[config.mk]
export PLATFORM = sky130hd
export DESIGN_NAME = hazard_ctl_flat
export DESIGN_NICKNAME = d
export VERILOG_FILES = /design/src/rtl/hazard_if.sv /design/src/rtl/hazard_ctl.sv /design/src/flat_wrapper.sv
export SDC_FILE = /design/constraint.sdc
export NUM_CORES = 1
export LEC_CHECK = 0
export ABC_CLOCK_PERIOD_IN_PS = 7550
export CORE_MARGIN = 2
export CORE_UTILIZATION = 55
export CTS_BUF_LIST = sky130_fd_sc_hd__clkbuf_8
export DETAILED_ROUTE_END_ITERATION = 12
export GPL_ROUTABILITY_DRIVEN = 0
export PLACE_DENSITY = 0.88
export RECOVER_POWER = 25
export SKIP_LAST_GASP = 1
export SLEW_MARGIN = 5
export SYNTH_ARGS = -nofsm -noshare
export SYNTH_HDL_FRONTEND = slang
export SYNTH_SLANG_ARGS = --single-unit
[constraint.sdc]
create_clock -name clk -period 7.55 [get_ports clk]
set_clock_uncertainty 0.15 [all_clocks]
set_input_delay 1.1325 -clock clk [delete_from_list [all_inputs] [get_ports clk]]
set_output_delay 1.1325 -clock clk [all_outputs]
set_load 0.005 [all_outputs]
[src/rtl/hazard_if.sv]
// Decode-side hazard interface: D-stage instruction description in, stall/forward controls out.
// The decode stage uses the master view and hazard_ctl uses the slave view.
interface hazard_if #(
  parameter int AW   = 5,
  parameter int NSRC = 3,
  parameter int SW   = 3
);
  logic                 d_valid;
  logic [NSRC*AW-1:0]   d_src;
  logic [AW-1:0]        d_dst;
  logic [SW-1:0]        d_rdy;
  logic                 d_md_start;
  logic                 d_md_use;
  logic                 flush;
  logic                 stall;
  logic [NSRC*SW-1:0]   fwd_sel;
  logic                 md_busy;
  logic [31:0]          stall_cnt;

  modport master (
    output d_valid, d_src, d_dst, d_rdy, d_md_start, d_md_use, flush,
    input  stall, fwd_sel, md_busy, stall_cnt
  );

  modport slave (
    input  d_valid, d_src, d_dst, d_rdy, d_md_start, d_md_use, flush,
    output stall, fwd_sel, md_busy, stall_cnt
  );
endinterface

[src/rtl/hazard_ctl.sv]
// Hazard/forwarding controller beside decode: tracks in-flight destinations, stalls D on RAW
// and mult/div hazards, and emits per-source forward selects aligned to the consuming stage.
module hazard_ctl #(
  parameter int              AW      = 5,
  parameter int              NSRC    = 3,
  parameter logic [2*NSRC-1:0] NEED  = {2'd2, 2'd1, 2'd0},
  parameter int              WB_SLOT = 3,
  parameter int              DEPTH   = 5,
  parameter int              SW      = 3,
  parameter int              MD_LAT  = 5
) (
  input  logic     clk,
  input  logic     rst_n,
  hazard_if.slave  hif
);

  localparam int CW = $clog2(MD_LAT + 1);

  logic [AW-1:0]        slot_dst [1:DEPTH];
  logic [SW-1:0]        slot_rdy [1:DEPTH];
  logic [SW-1:0]        sel      [NSRC];
  logic [NSRC-1:0]      hit;
  logic [NSRC-1:0]      haz;
  logic                 raw_stall;
  logic                 md_stall;
  logic                 stall;
  logic                 bubble;
  logic                 md_issue;
  logic [CW-1:0]        md_cnt;
  logic                 md_busy;
  logic [31:0]          stall_cnt;
  logic [NSRC*SW-1:0]   fwd_sel;

  function automatic logic [31:0] sat_inc(input logic [31:0] v);
    return (v == 32'hFFFF_FFFF) ? v : v + 32'd1;
  endfunction

  // Match each source against slots still ahead of the RF write; the nearest producer wins.
  always_comb begin
    for (int i = 0; i < NSRC; i++) begin
      hit[i] = 1'b0;
      haz[i] = 1'b0;
      sel[i] = '0;
      for (int k = 1; k < WB_SLOT; k++) begin
        if (!hit[i] && (hif.d_src[i*AW +: AW] != '0) &&
            (slot_dst[k] == hif.d_src[i*AW +: AW])) begin
          hit[i] = 1'b1;
          if (k + int'(NEED[2*i +: 2]) < int'(slot_rdy[k])) haz[i] = 1'b1;
          else                                              sel[i] = SW'(k + int'(NEED[2*i +: 2]));
        end
      end
    end
  end

  assign raw_stall = |haz;
  assign md_busy   = (md_cnt != '0);
  assign md_stall  = hif.d_valid & (hif.d_md_use | hif.d_md_start) & md_busy;
  assign stall     = !hif.flush & hif.d_valid & (raw_stall | md_stall);
  assign bubble    = stall | hif.flush | !hif.d_valid;
  assign md_issue  = hif.d_valid & hif.d_md_start & !stall & !hif.flush;

  // Slot 1 captures D (or a bubble); older slots always advance.
  always_ff @(posedge clk or negedge rst_n) begin
    if (!rst_n) begin
      for (int k = 1; k <= DEPTH; k++) begin
        slot_dst[k] <= '0;
        slot_rdy[k] <= '0;
      end
    end else begin
      slot_dst[1] <= bubble ? '0 : hif.d_dst;
      slot_rdy[1] <= bubble ? '0 : hif.d_rdy;
      for (int k = 2; k <= DEPTH; k++) begin
        slot_dst[k] <= slot_dst[k-1];
        slot_rdy[k] <= slot_rdy[k-1];
      end
    end
  end

  always_ff @(posedge clk or negedge rst_n) begin
    if (!rst_n) begin
      md_cnt    <= '0;
      stall_cnt <= '0;
    end else begin
      if (md_issue)            md_cnt <= CW'(MD_LAT);
      else if (md_cnt != '0)   md_cnt <= md_cnt - 1'b1;
      if (stall)               stall_cnt <= sat_inc(stall_cnt);
    end
  end

  // Per-source select delay: a select leaves the line when its instruction reaches stage NEED[i].
  for (genvar i = 0; i < NSRC; i++) begin : g_src
    localparam int N = int'(NEED[2*i +: 2]);
    if (N == 0) begin : g_comb
      assign fwd_sel[i*SW +: SW] = sel[i];
    end else begin : g_dly
      logic [SW-1:0] sel_pipe [N];
      always_ff @(posedge clk or negedge rst_n) begin
        if (!rst_n) begin
          for (int j = 0; j < N; j++) sel_pipe[j] <= '0;
        end else begin
          sel_pipe[0] <= bubble ? '0 : sel[i];
          for (int j = 1; j < N; j++) sel_pipe[j] <= sel_pipe[j-1];
        end
      end
      assign fwd_sel[i*SW +: SW] = sel_pipe[N-1];
    end
  end

  assign hif.stall     = stall;
  assign hif.fwd_sel   = fwd_sel;
  assign hif.md_busy   = md_busy;
  assign hif.stall_cnt = stall_cnt;

endmodule

[src/flat_wrapper.sv]
// flat-port wrapper written by rule: the top's interface ports become plain ports
module hazard_ctl_flat 
#(
  parameter int              AW      = 5,
  parameter int              NSRC    = 3,
  parameter logic [2*NSRC-1:0] NEED  = {2'd2, 2'd1, 2'd0},
  parameter int              WB_SLOT = 3,
  parameter int              DEPTH   = 5,
  parameter int              SW      = 3,
  parameter int              MD_LAT  = 5
)
  (clk, rst_n, hif_d_valid, hif_d_src, hif_d_dst, hif_d_rdy, hif_d_md_start, hif_d_md_use, hif_flush, hif_stall, hif_fwd_sel, hif_md_busy, hif_stall_cnt);
  hazard_if #(.AW(AW), .NSRC(NSRC), .SW(SW)) hif_i ();
  input  logic clk;
  input  logic rst_n;
  input wire logic [$bits(hif_i.d_valid)-1:0] hif_d_valid;
  input wire logic [$bits(hif_i.d_src)-1:0] hif_d_src;
  input wire logic [$bits(hif_i.d_dst)-1:0] hif_d_dst;
  input wire logic [$bits(hif_i.d_rdy)-1:0] hif_d_rdy;
  input wire logic [$bits(hif_i.d_md_start)-1:0] hif_d_md_start;
  input wire logic [$bits(hif_i.d_md_use)-1:0] hif_d_md_use;
  input wire logic [$bits(hif_i.flush)-1:0] hif_flush;
  output wire logic [$bits(hif_i.stall)-1:0] hif_stall;
  output wire logic [$bits(hif_i.fwd_sel)-1:0] hif_fwd_sel;
  output wire logic [$bits(hif_i.md_busy)-1:0] hif_md_busy;
  output wire logic [$bits(hif_i.stall_cnt)-1:0] hif_stall_cnt;
  assign hif_i.d_valid = hif_d_valid;
  assign hif_i.d_src = hif_d_src;
  assign hif_i.d_dst = hif_d_dst;
  assign hif_i.d_rdy = hif_d_rdy;
  assign hif_i.d_md_start = hif_d_md_start;
  assign hif_i.d_md_use = hif_d_md_use;
  assign hif_i.flush = hif_flush;
  assign hif_stall = hif_i.stall;
  assign hif_fwd_sel = hif_i.fwd_sel;
  assign hif_md_busy = hif_i.md_busy;
  assign hif_stall_cnt = hif_i.stall_cnt;
  hazard_ctl #(.AW(AW), .NSRC(NSRC), .NEED(NEED), .WB_SLOT(WB_SLOT), .DEPTH(DEPTH), .SW(SW), .MD_LAT(MD_LAT)) u_core (.clk(clk), .rst_n(rst_n), .hif(hif_i));
endmodule
==> summary.md, run 1 <==
| Metric | Value |
|---|---|
| DRT Wirelength | 6570 um |
| Count of filler cells inserted in the layout | 385 |
| CP max FO | 13 |
| Crit. Startpoint | hif_d_src[2] |
| Startpoint Class | input port |
| Root buffer cell | clkbuf_8 |
| Die extent in x | 77.1 um |
| Final Instance Count excl. Fillers | 419 |
| Detail Route Antenna Nets | 0 |
| First-pass GRT wire length | 11100 um |
| Mapped Avg Cell Area | about 11 um2 |
| Worst hold slack | slightly below 0.2 ns |
| Critical Path AT | 3.58 ns |
| YS warnings | 0 |
| Slew Limit Fails | 58 |
| Top Usage Layer GRT | met2 |
| Hold Path Origin | u_core.g_src[2].g_dly.sel_pipe[4]$_DFF_PN0_ |
| Yosys reg bits | 57 |
| Clock Power Share | 38.1% |
| Met2 Use GR | 35.7% |
| R2r setup slk | 4.65 ns |
| Synth Instances | 272 |
| # IOs | a little over 70 |
| Area grow syn2layout | 31.1% |
| I/O Buffers | 69 |
| Chip Height | 77.1 um |
| Rel. slew slack | -99.9% |
| Synthesized area | 2940 um2 |
| CTS tree | yes |
| Starting Density | 57.3% |
| Unrepaired setup endpoints after global routing | false |
| Final setup TNS | 0 ns |
| Vias | 2278 |
| Met3 track demand over resource | 5.06% |
| Final Hold Vio Count | 0 |
| Switching Power | 0.000222 W |
| Reg2reg start | u_core.hif.stall_cnt[0]$_DFFE_PN0P_ |
| Num rows | 26 |
| DP HPWL | around 4600 um |
| Failing checks | max-capacitance violations, max-slew violations |
| Hold Path Class | reg2reg |
| Fin crit share | 64.4% |
| Status | finished, violations left |
| Worst skew pair latency | roughly 0.34 ns |
| CTS Buf Count | 9 |
| H-tree lvl count | 3 |
| VDD IR-drop max | 154 uV |
| Combinational group share of total power | 18.3% |
| Number of global-route vias before repair | roughly 2300 |
| P_int | around 0.00060 W |
| Largest net degree at the start of global routing | 58 |
| CTS Sinks | 57 |
| Via density | 5.44 |
| Power per cell area | 214 nW/um2 |
| First-pass DRT Iterations | 4 |
| Sequential element share of the synthesized area | 48.5% |
| Max-cap violations | 1 |
| Static Leak | 1.78 nW |
| Crit path capture type | output port |
| Inst Count DP | approximately 400 |
| Seq pwr share | 43.5% |
| Sw Ratio | roughly 27% |
| Setup CP Type | in2out |
| Die area | 5950 um2 |
| Clock period minus worst slack | 4.86 ns |
| Met1 GRT Util | 32.9% |
| # resized after CTS | 0 |
| Drt wl/cell | 15.7 um |
| DRC errors left | 0 |
| CP required | ~6.3 ns |
| Final net count | 376 |
| # hold bufs at CTS | 0 |
| Fmax | 206 MHz |
| Total global-route track usage | 23.8% |
| Synth cell types | between 40 and 50 |
| Clock tree buffer depth | 2 |
| Final setup viols | 0 |
| Initial antenna violation count | 0 |
| Core ar. | ~5000 um2 |
| Gr ovfl total | 0 |
| Reg clk slew, reported paths | 0.06 ns |
| Layout cells sized above 1 | roughly 8.6% |
| Number of antenna repair diodes | 0 |
| Worst Tran Pin Value | between 2 and 3 ns |
| DRT iter0 DRCs | 137 |
| Total setup buffers inserted after CTS | 0 |
## state kept, by name, summed over array words and instances (netlist names)
register and count:
u_core.hif.fwd_sel 2, u_core.hif.stall_cnt 32, u_core.g_src.g_dly.sel_pipe 4, u_core.slot_dst 10, u_core.slot_rdy 6, u_core.md_cnt 3
## power groups by stage
stage	clock, W	sequential, W	combinational (W)
after global routing	0.000330	0.000364	0.000171
after global placement	0	0.000362	0.000146
after floorplan	0	0.000357	0.0000876
after detailed placement	0	0.000363	0.000151
after CTS	0.000319	0.000359	0.000153
final	0.000315	0.000360	0.000151
## worst paths after layout
path / end / cells after the start
worst max-delay path: hif_stall / 8
worst min-delay path: u_core.hif.fwd_sel[7]$_DFF_PN0_ / 0
worst max register to register: u_core.hif.stall_cnt[15]$_DFFE_PN0P_ / 9
worst min register to register: u_core.hif.fwd_sel[7]$_DFF_PN0_ / 0
max in group asynchronous: u_core.hif.fwd_sel[8]$_DFF_PN0_ / 2
min in group asynchronous: u_core.g_src[1].g_dly.sel_pipe[0]$_DFF_PN0_ / 2
## worst max-delay path, cell delays in order
cell and delay [ns]:
clkdlybuf4s50_1 0.55, xnor2_1 0.15, nand3_1 0.11, nor3b_1 0.47
o21ai_0 0.18, and4b_4 0.26, nor2_1 0.19, clkdlybuf4s50_1 0.54
## layout by cell type, fill, tap and decap left out, types with 10 or more instances in the layout
cell / n
xnor2_1: 27
nand2_1: 19
and3_1: 15
xor2_1: 34
nor3_1: 10
dfrtp_1: 57
nor2_1: 23
nand3_1: 21
clkdlybuf4s50_1: 68
clkbuf_8: 10
## cell families (layout without fill, tap and decap cells)
group,count (synthesis),after routing,synth area share [%]
buffers and inverters,13,89,3.32
adder cells (fa/ha/maj),3,3,1.28
XOR/XNOR,61,61,18.2
AND/OR/NAND/NOR,120,120,23.6
multiplexers,1,1,0.383
other,1,2,0.127
AO/OA/AOI/OAI,16,16,4.72
flip-flops,57,57,48.5
## final cells by class
| type | count | area (um2) | share of cell area [%] |
|---|---|---|---|
| Clock buffer | 10 | 138 | 3.57 |
| Clock inverter | 6 | 82.6 | 2.14 |
| Inverter | 3 | 11.3 | 0.292 |
| Multi-Input combinational cell | 203 | 1420 | 36.9 |
| Sequential cell | 57 | 1430 | 37.0 |
| Tap cell | 70 | 87.6 | 2.27 |
| Timing Repair Buffer | 70 | 689 | 17.9 |
## metrics by stage
step | worst slack, ns | power [W] | utilization (%) | instance area (um2)
floorplan | 3.75 | 0.000445 | - | 2950
global placement | 2.79 | 0.000508 | 70.8 | 3640
detailed placement | 2.75 | 0.000513 | 70.8 | 3640
CTS | 2.71 | 0.000831 | 75.1 | 3860
global route | 2.53 | 0.000865 | 75.0 | 3860
finish | 2.69 | 0.000827 | 75.0 | 3860
## cell usage after synthesis, drive strengths merged
library cell	instances	area [um2]
dfrtp	57	1430
xor2	34	298
xnor2	27	236
nor2	23	86.3
nand3	22	115
nand2	19	71.3
and3	15	93.8
nor3	13	86.3
buf	9	82.6
and4	5	48.8
nor2b	4	25.0
and2	3	18.8
ha	3	37.5
inv	3	11.3
nand4	3	25.0
nor3b	3	22.5
o21ai	3	15.0
a2111oi	2	25.0
a21oi	2	10.0
a221oi	2	23.8
and3b	2	17.5
nand2b	2	12.5
o211ai	2	20.0
or4	2	18.8
a211oi	1	7.51
a221o	1	10.0
and4b	1	13.8
clkbuf	1	3.75
conb	1	3.75
mux2	1	11.3
nand3b	1	20.0
nor4	1	6.26
o2111a	1	11.3
o22a	1	8.76
o31ai	1	7.51
or3b	1	11.3
## per-layer routing
metal	routed length (um)	part of all wire [%]
met4	165	2.5
met5	0	0
met1	3000	46
met2	3080	47
met3	331	5.0
No activity file was read; power rests on OpenSTA's default activity.
==> run 2: changes to the inputs <==
- ABC_CLOCK_PERIOD_IN_PS: 7550 -> 5000
- CORE_UTILIZATION: 55 -> 51
- PLACE_DENSITY: 0.88 -> 0.82
- clock period: 7.55 -> 5 ns (I/O delays scaled with it)
==> summary.md, run 2 (synthesized netlist as in run 1, its figures left out) <==
| Metric | Value |
|---|---|
| Biggest registers after layout | u_core.hif.stall_cnt (32), u_core.slot_dst (10), u_core.slot_rdy (6) |
| Final Hold Vio Count | 0 |
| Reg2reg start | u_core.hif.stall_cnt[0]$_DFFE_PN0P_ |
| Slew Limit Fails | 58 |
| Chip Height | 80.0 um |
| Core ar. | 5540 um2 |
| Drt wl/cell | around 14 um |
| Top Usage Layer GRT | met2 |
| Unrepaired setup endpoints after global routing | false |
| # hold bufs at CTS | 0 |
| Pwr Total | 0.00120 W |
| DP HPWL | 4460 um |
| Met1 GRT Util | 28.5% |
| Root buffer cell | clkbuf_8 |
| Power per cell area | roughly 310 nW/um2 |
| Hold Path Class | reg2reg |
| R2r setup slk | 2.23 ns |
| Crit. Startpoint | hif_d_src[10] |
| Register area | 1430 um2 |
| Final setup viols | 0 |
| Die extent in x | around 80 um |
| Met2 Use GR | 31.1% |
| Initial antenna violation count | 0 |
| Num rows | 27 |
| Layout cells sized above 1 | 8.31% |
| Final setup TNS | 0 ns |
| Number of antenna repair diodes | 0 |
| CTS Buf Count | 9 |
| Clock tree buffer depth | 2 |
| Detail Route Antenna Nets | 0 |
| Most common cell after layout, fill and taps aside | clkdlybuf4s50_1 |
| Gr ovfl total | 0 |
| Largest net degree at the start of global routing | 58 |
| VDD IR-drop max | 239 uV |
| CP required | 4.10 ns |
| Footprint of the multi-input gates | 1420 um2 |
| Area grow syn2layout | 30.7% |
| Largest reg by FF count | u_core.hif.stall_cnt |
| Crit path capture type | output port |
| Via density | ~5.3 |
| Fin crit share | 81.0% |
| CTS tree | yes |
| Fmax | 247 MHz |
| Total global-route track usage | 20.4% |
| Max-cap violations | 1 |
| CP endpoint | hif_stall |
| Final Instance Count excl. Fillers | 421 |
| Worst R2R Path Depth | 9 |
| # resized after CTS | 0 |
| I/O Buffers | 69 |
| Critical Path AT | 3.15 ns |
| # IOs | 72 |
| First-pass DRT Iterations | 4 |
| Status | finished, violations left |
| Startpoint Class | input port |
| RR Endpoint | u_core.hif.stall_cnt[29]$_DFFE_PN0P_ |
| Static Leak | 1.77 nW |
| Rel. slew slack | -94.6% |
| Failing checks | max-capacitance violations, max-slew violations |
| Met3 track demand over resource | about 4.8% |
| Worst skew pair latency | roughly 0.33 ns |
| DRC errors left | 0 |
| Worst Tran Pin Value | around 2.9 ns |
| Most frequent cells in the layout | 68 x clkdlybuf4s50_1, 57 x dfrtp_1, 34 x xor2_1 |
| DRT Wirelength | 5980 um |
| Starting Density | 53.1% |
| Total setup buffers inserted after CTS | 0 |
| Max reg flops | 32 |
| Number of global-route vias before repair | 2145 |
| Hold Path Cell Cnt | 0 |
| Reg clk slew, reported paths | 0.05 ns |
| CTS Sinks | between 50 and 60 |
| H-tree lvl count | 3 |
| Final net count | 376 |
| Inst Count DP | 405 |
| Die area | ~6400 um2 |
| First-pass GRT wire length | 10000 um |
| Vias | 2213 |
| Setup CP Type | in2out |
| Count of filler cells inserted in the layout | 425 |
| Clock period minus worst slack | 4.05 ns |
| CP max FO | 13 |
| DRT iter0 DRCs | around 120 |
## run 2: cell types whose count changed in the layout (fill, tap and decap cells not counted), sizes merged
| cell | change |
|---|---|
| clkinv | -2 |
| bufinv | -1 |
| clkbuf | +2 |
| inv | +1 |
## run 2: critical path, stage by stage
cell	delay, ns
clkdlybuf4s50_1	0.47
or4_4	0.57
nor2_1	0.10
and3b_1	0.19
o21ai_0	0.17
and4b_4	0.36
nor2_1	0.09
clkdlybuf4s50_1	0.45
## run 2: worst min-delay path by stage
| stage | to | from | slack, ns |
|---|---|---|---|
| final | u_core.hif.fwd_sel[8]$_DFF_PN0_ | u_core.g_src[2].g_dly.sel_pipe[5]$_DFF_PN0_ | 0.20 |
| after global routing | u_core.hif.fwd_sel[7]$_DFF_PN0_ | u_core.g_src[2].g_dly.sel_pipe[4]$_DFF_PN0_ | 0.21 |
| after CTS | u_core.hif.fwd_sel[8]$_DFF_PN0_ | u_core.g_src[2].g_dly.sel_pipe[5]$_DFF_PN0_ | 0.20 |
| after detailed placement | u_core.hif.fwd_sel[8]$_DFF_PN0_ | u_core.g_src[2].g_dly.sel_pipe[5]$_DFF_PN0_ | 0.18 |
| after global placement | u_core.hif.fwd_sel[7]$_DFF_PN0_ | u_core.g_src[2].g_dly.sel_pipe[4]$_DFF_PN0_ | 0.18 |
| after floorplan | u_core.hif.fwd_sel[7]$_DFF_PN0_ | u_core.g_src[2].g_dly.sel_pipe[4]$_DFF_PN0_ | 0.18 |
## run 2: cell type report
class	count	area share, %
inverter	3	0.293
clock buffer	12	4.29
clock inverter	4	1.11
sequential	57	37.1
tap	72	2.34
timing repair buffer	70	17.9
multi-input combinational	203	37.0
## run 2: per-layer routing
| layer | vias to the layer above | wire length, um |
|---|---|---|
| met1 | 1064 | 2820 |
| met2 | 64 | 2760 |
| li1 | 1075 | - |
| met4 | 0 | 86 |
| met3 | 10 | 318 |
| met5 | - | 0 |
## run 2: metrics by stage
step	hold WS (ns)	cell area [um2]	setup WS [ns]	util, %
3_3_place_gp	0.184	3640	1.01	65.8
3_5_place_dp	0.185	3640	0.959	65.8
4_1_cts	0.197	3850	0.950	69.5
5_1_grt	0.212	3850	0.755	69.4
6_report	0.197	3850	0.949	69.4
2_1_floorplan	0.181	2950	1.96	-
## run 2: power breakdown
part           total (W)  internal [W]  switching (W)
clock           0.000434      0.000266       0.000167
combinational   0.000229      0.000124       0.000104
sequential      0.000541      0.000498      0.0000424
==> run 3: changes to the inputs <==
- ABC_CLOCK_PERIOD_IN_PS: 5000 -> 3600
- CORE_UTILIZATION: 51 -> 46
- PLACE_DENSITY: 0.82 -> 0.78
- clock period: 5 -> 3.6 ns (I/O delays scaled with it)
==> summary.md, run 3 (synthesized netlist as in run 1, its figures left out) <==
| Metric | Value |
|---|---|
| Detail Route Antenna Nets | 0 |
| Sw Ratio | ~29% |
| Most frequent cells in the layout | 65 x clkdlybuf4s50_1, 57 x dfrtp_1, 34 x xor2_1 |
| Via density | roughly 5.2 |
| Reg clk slew, reported paths | approximately 0.06 ns |
| Hold Path Class | reg2reg |
| CTS Sinks | 57 |
| Die area | 7050 um2 |
| Final setup TNS | 0 ns |
| Starting Density | 46.9% |
| Chip Height | 84.0 um |
| Combinational group share of total power | 20.0% |
| Crit path capture type | output port |
| Max reg flops | 32 |
| First-pass DRT Iterations | 4 |
| Layout cells sized above 1 | 9.97% |
| Count of filler cells inserted in the layout | 487 |
| Final net count | 378 |
| Num rows | 29 |
| R2r setup slk | 0.82 ns |
| CP max FO | 3 |
| Clock period minus worst slack | 3.26 ns |
| Unrepaired setup endpoints after global routing | false |
| Buf/Inv on CP | 2 |
| Seq pwr share | 46.2% |
| Drt wl/cell | 14.5 um |
| Final setup viols | 0 |
| Initial antenna violation count | 0 |
| I/O Buffers | 69 |
| CTS Buf Count | 9 |
| Gr ovfl total | 0 |
| P_int | 0.00116 W |
| DP HPWL | roughly 4600 um |
| Switching Power | around 0.00047 W |
| Startpoint Class | input port |
| Total global-route track usage | 18.3% |
| Area grow syn2layout | 31.8% |
| Biggest registers after layout | u_core.hif.stall_cnt (32), u_core.slot_dst (10), u_core.slot_rdy (6) |
| Worst skew pair latency | roughly 0.33 ns |
| Placed inst area | 3660 um2 |
| Rel. slew slack | -34.0% |
| Crit-path cells | clkdlybuf4s50_1, xnor2_1, nand3_1, nor3b_1, nor3b_1, clkdlybuf4s50_1 |
| Worst Tran Pin Value | about 2.0 ns |
| Worst R2R Path Depth | 9 |
| Most common cell after layout, fill and taps aside | clkdlybuf4s50_1 |
| Clock Power Share | 33.9% |
| Largest net degree at the start of global routing | 39 |
| DRT iter0 DRCs | between 100 and 150 |
| Total setup buffers inserted after CTS | 0 |
| Status | finished, violations left |
| Number of global-route vias before repair | about 2100 |
| RR Endpoint | u_core.hif.stall_cnt[15]$_DFFE_PN0P_ |
| Clock tree buffer depth | 2 |
| Fin crit share | between 90% and 100% |
| Dpl ws | 0.0811 ns |
| Number of antenna repair diodes | 0 |
| Failing checks | max-capacitance violations, max-slew violations |
| Critical Path AT | 2.57 ns |
| Critical Path Max Stage Delay | roughly 0.56 ns |
| Slowest CP cell | clkdlybuf4s50_1 |
| Power per cell area | 419 nW/um2 |
| Root buffer cell | clkbuf_8 |
| Fin area | 3880 um2 |
| Hold Path Origin | u_core.g_src[2].g_dly.sel_pipe[5]$_DFF_PN0_ |
| First-pass GRT wire length | 10300 um |
| DRC errors left | 0 |
| Static Leak | 1.79 nW |
| Reg2reg start | u_core.hif.stall_cnt[0]$_DFFE_PN0P_ |
| Worst path top cell family by delay | buffers and inverters |
| Slew Limit Fails | 39 |
| Setup CP Type | in2out |
| VDD IR-drop max | 297 uV |
| Hold worst-path end | u_core.hif.fwd_sel[8]$_DFF_PN0_ |
| CP required | approximately 2.9 ns |
| Final worst slack | 0.340 ns |
| Core ar. | 6280 um2 |
| Hold Path Cell Cnt | 0 |
| Largest reg by FF count | u_core.hif.stall_cnt |
| Fmax | between 300 and 400 MHz |
| H-tree lvl count | 3 |
| Die extent in x | 84.0 um |
| Util after Layout | between 60% and 70% |
| CTS tree | yes |
| Vias | 2221 |
| DRT Wirelength | around 6200 um |
| Max-cap violations | 1 |
| Final Hold Vio Count | 0 |
| # IOs | 72 |
## run 3: cell count changes in the layout (fill, tap and decap cells not counted), moves of 2 or more
cell             previous run  this run
clkinvlp_4                  0         4
dlymetal6s2s_1              0         3
clkdlybuf4s50_1            68        65
buf_4                       0         3
inv_1                       5         3
## run 3: routing by layer
| layer | track usage (%) | wire [um] | vias up |
|---|---|---|---|
| met5 | 0 | 0 | - |
| met1 | 25.8 | 2920 | 1081 |
| met3 | 4.45 | 232 | 9 |
| met2 | 27.6 | 2940 | 53 |
| met4 | 6.89 | 100 | 0 |
| li1 | - | - | 1078 |
## run 3: stage by stage
| stage | power [W] | instances | hold slack, ns |
|---|---|---|---|
| detailed placement | 0.00109 | 412 | 0.186 |
| global placement | 0.00107 | 412 | 0.183 |
| finish | 0.00162 | 428 | 0.198 |
| floorplan | 0.000933 | 273 | 0.0944 |
| CTS | 0.00164 | 428 | 0.180 |
| global route | 0.00171 | 428 | 0.207 |
## run 3: worst register-to-register path, stage by stage, from the launching register on
cell	delay (ns)
dfrtp_1	0.43
ha_1	0.27
nand2_1	0.20
nor2_1	0.08
and3_1	0.29
nand3_2	0.15
or3b_4	0.39
nor3_4	0.39
nand3_1	0.16
xnor2_1	0.15
## run 3: timing repair
item | in CTS | in global routing
hold buffers | 0 | 0
hold endpoints to repair | 0 | 0
setup endpoints to repair | 0 | 1
resized for setup | 0 | 6
## run 3: final cells by class
class	count	area (um2)	area share, %
Clock buffer	11	151	3.90
Clock inverter	5	38.8	1.00
Inverter	3	11.3	0.290
Multi-Input combinational cell	203	1440	37.1
Sequential cell	57	1430	36.8
Tap cell	77	96.3	2.48
Timing Repair Buffer	72	714	18.4
## run 3: worst max path at each step
stage / from / to / slack [ns] / cells after the start
detailed placement: hif_d_src[10] / hif_stall / 0.08 / 8
finish: hif_d_src[2] / hif_fwd_sel[0] / 0.34 / 6
global placement: hif_d_src[10] / hif_stall / 0.11 / 8
global route: hif_d_src[3] / hif_fwd_sel[0] / 0.24 / 6
floorplan: hif_d_src[10] / u_core.hif.stall_cnt[1]$_DFFE_PN0P_ / 0.97 / 8
CTS: hif_d_src[10] / hif_stall / 0.07 / 8
## run 3: power by group through the flow
stage                     sequential (W)  clock (W)  combinational (W)
after global routing            0.000757   0.000597           0.000358
final                           0.000750   0.000550           0.000325
after CTS                       0.000749   0.000561           0.000326
after floorplan                 0.000749          0           0.000184
after global placement          0.000759          0           0.000312
after detailed placement        0.000761          0           0.000325
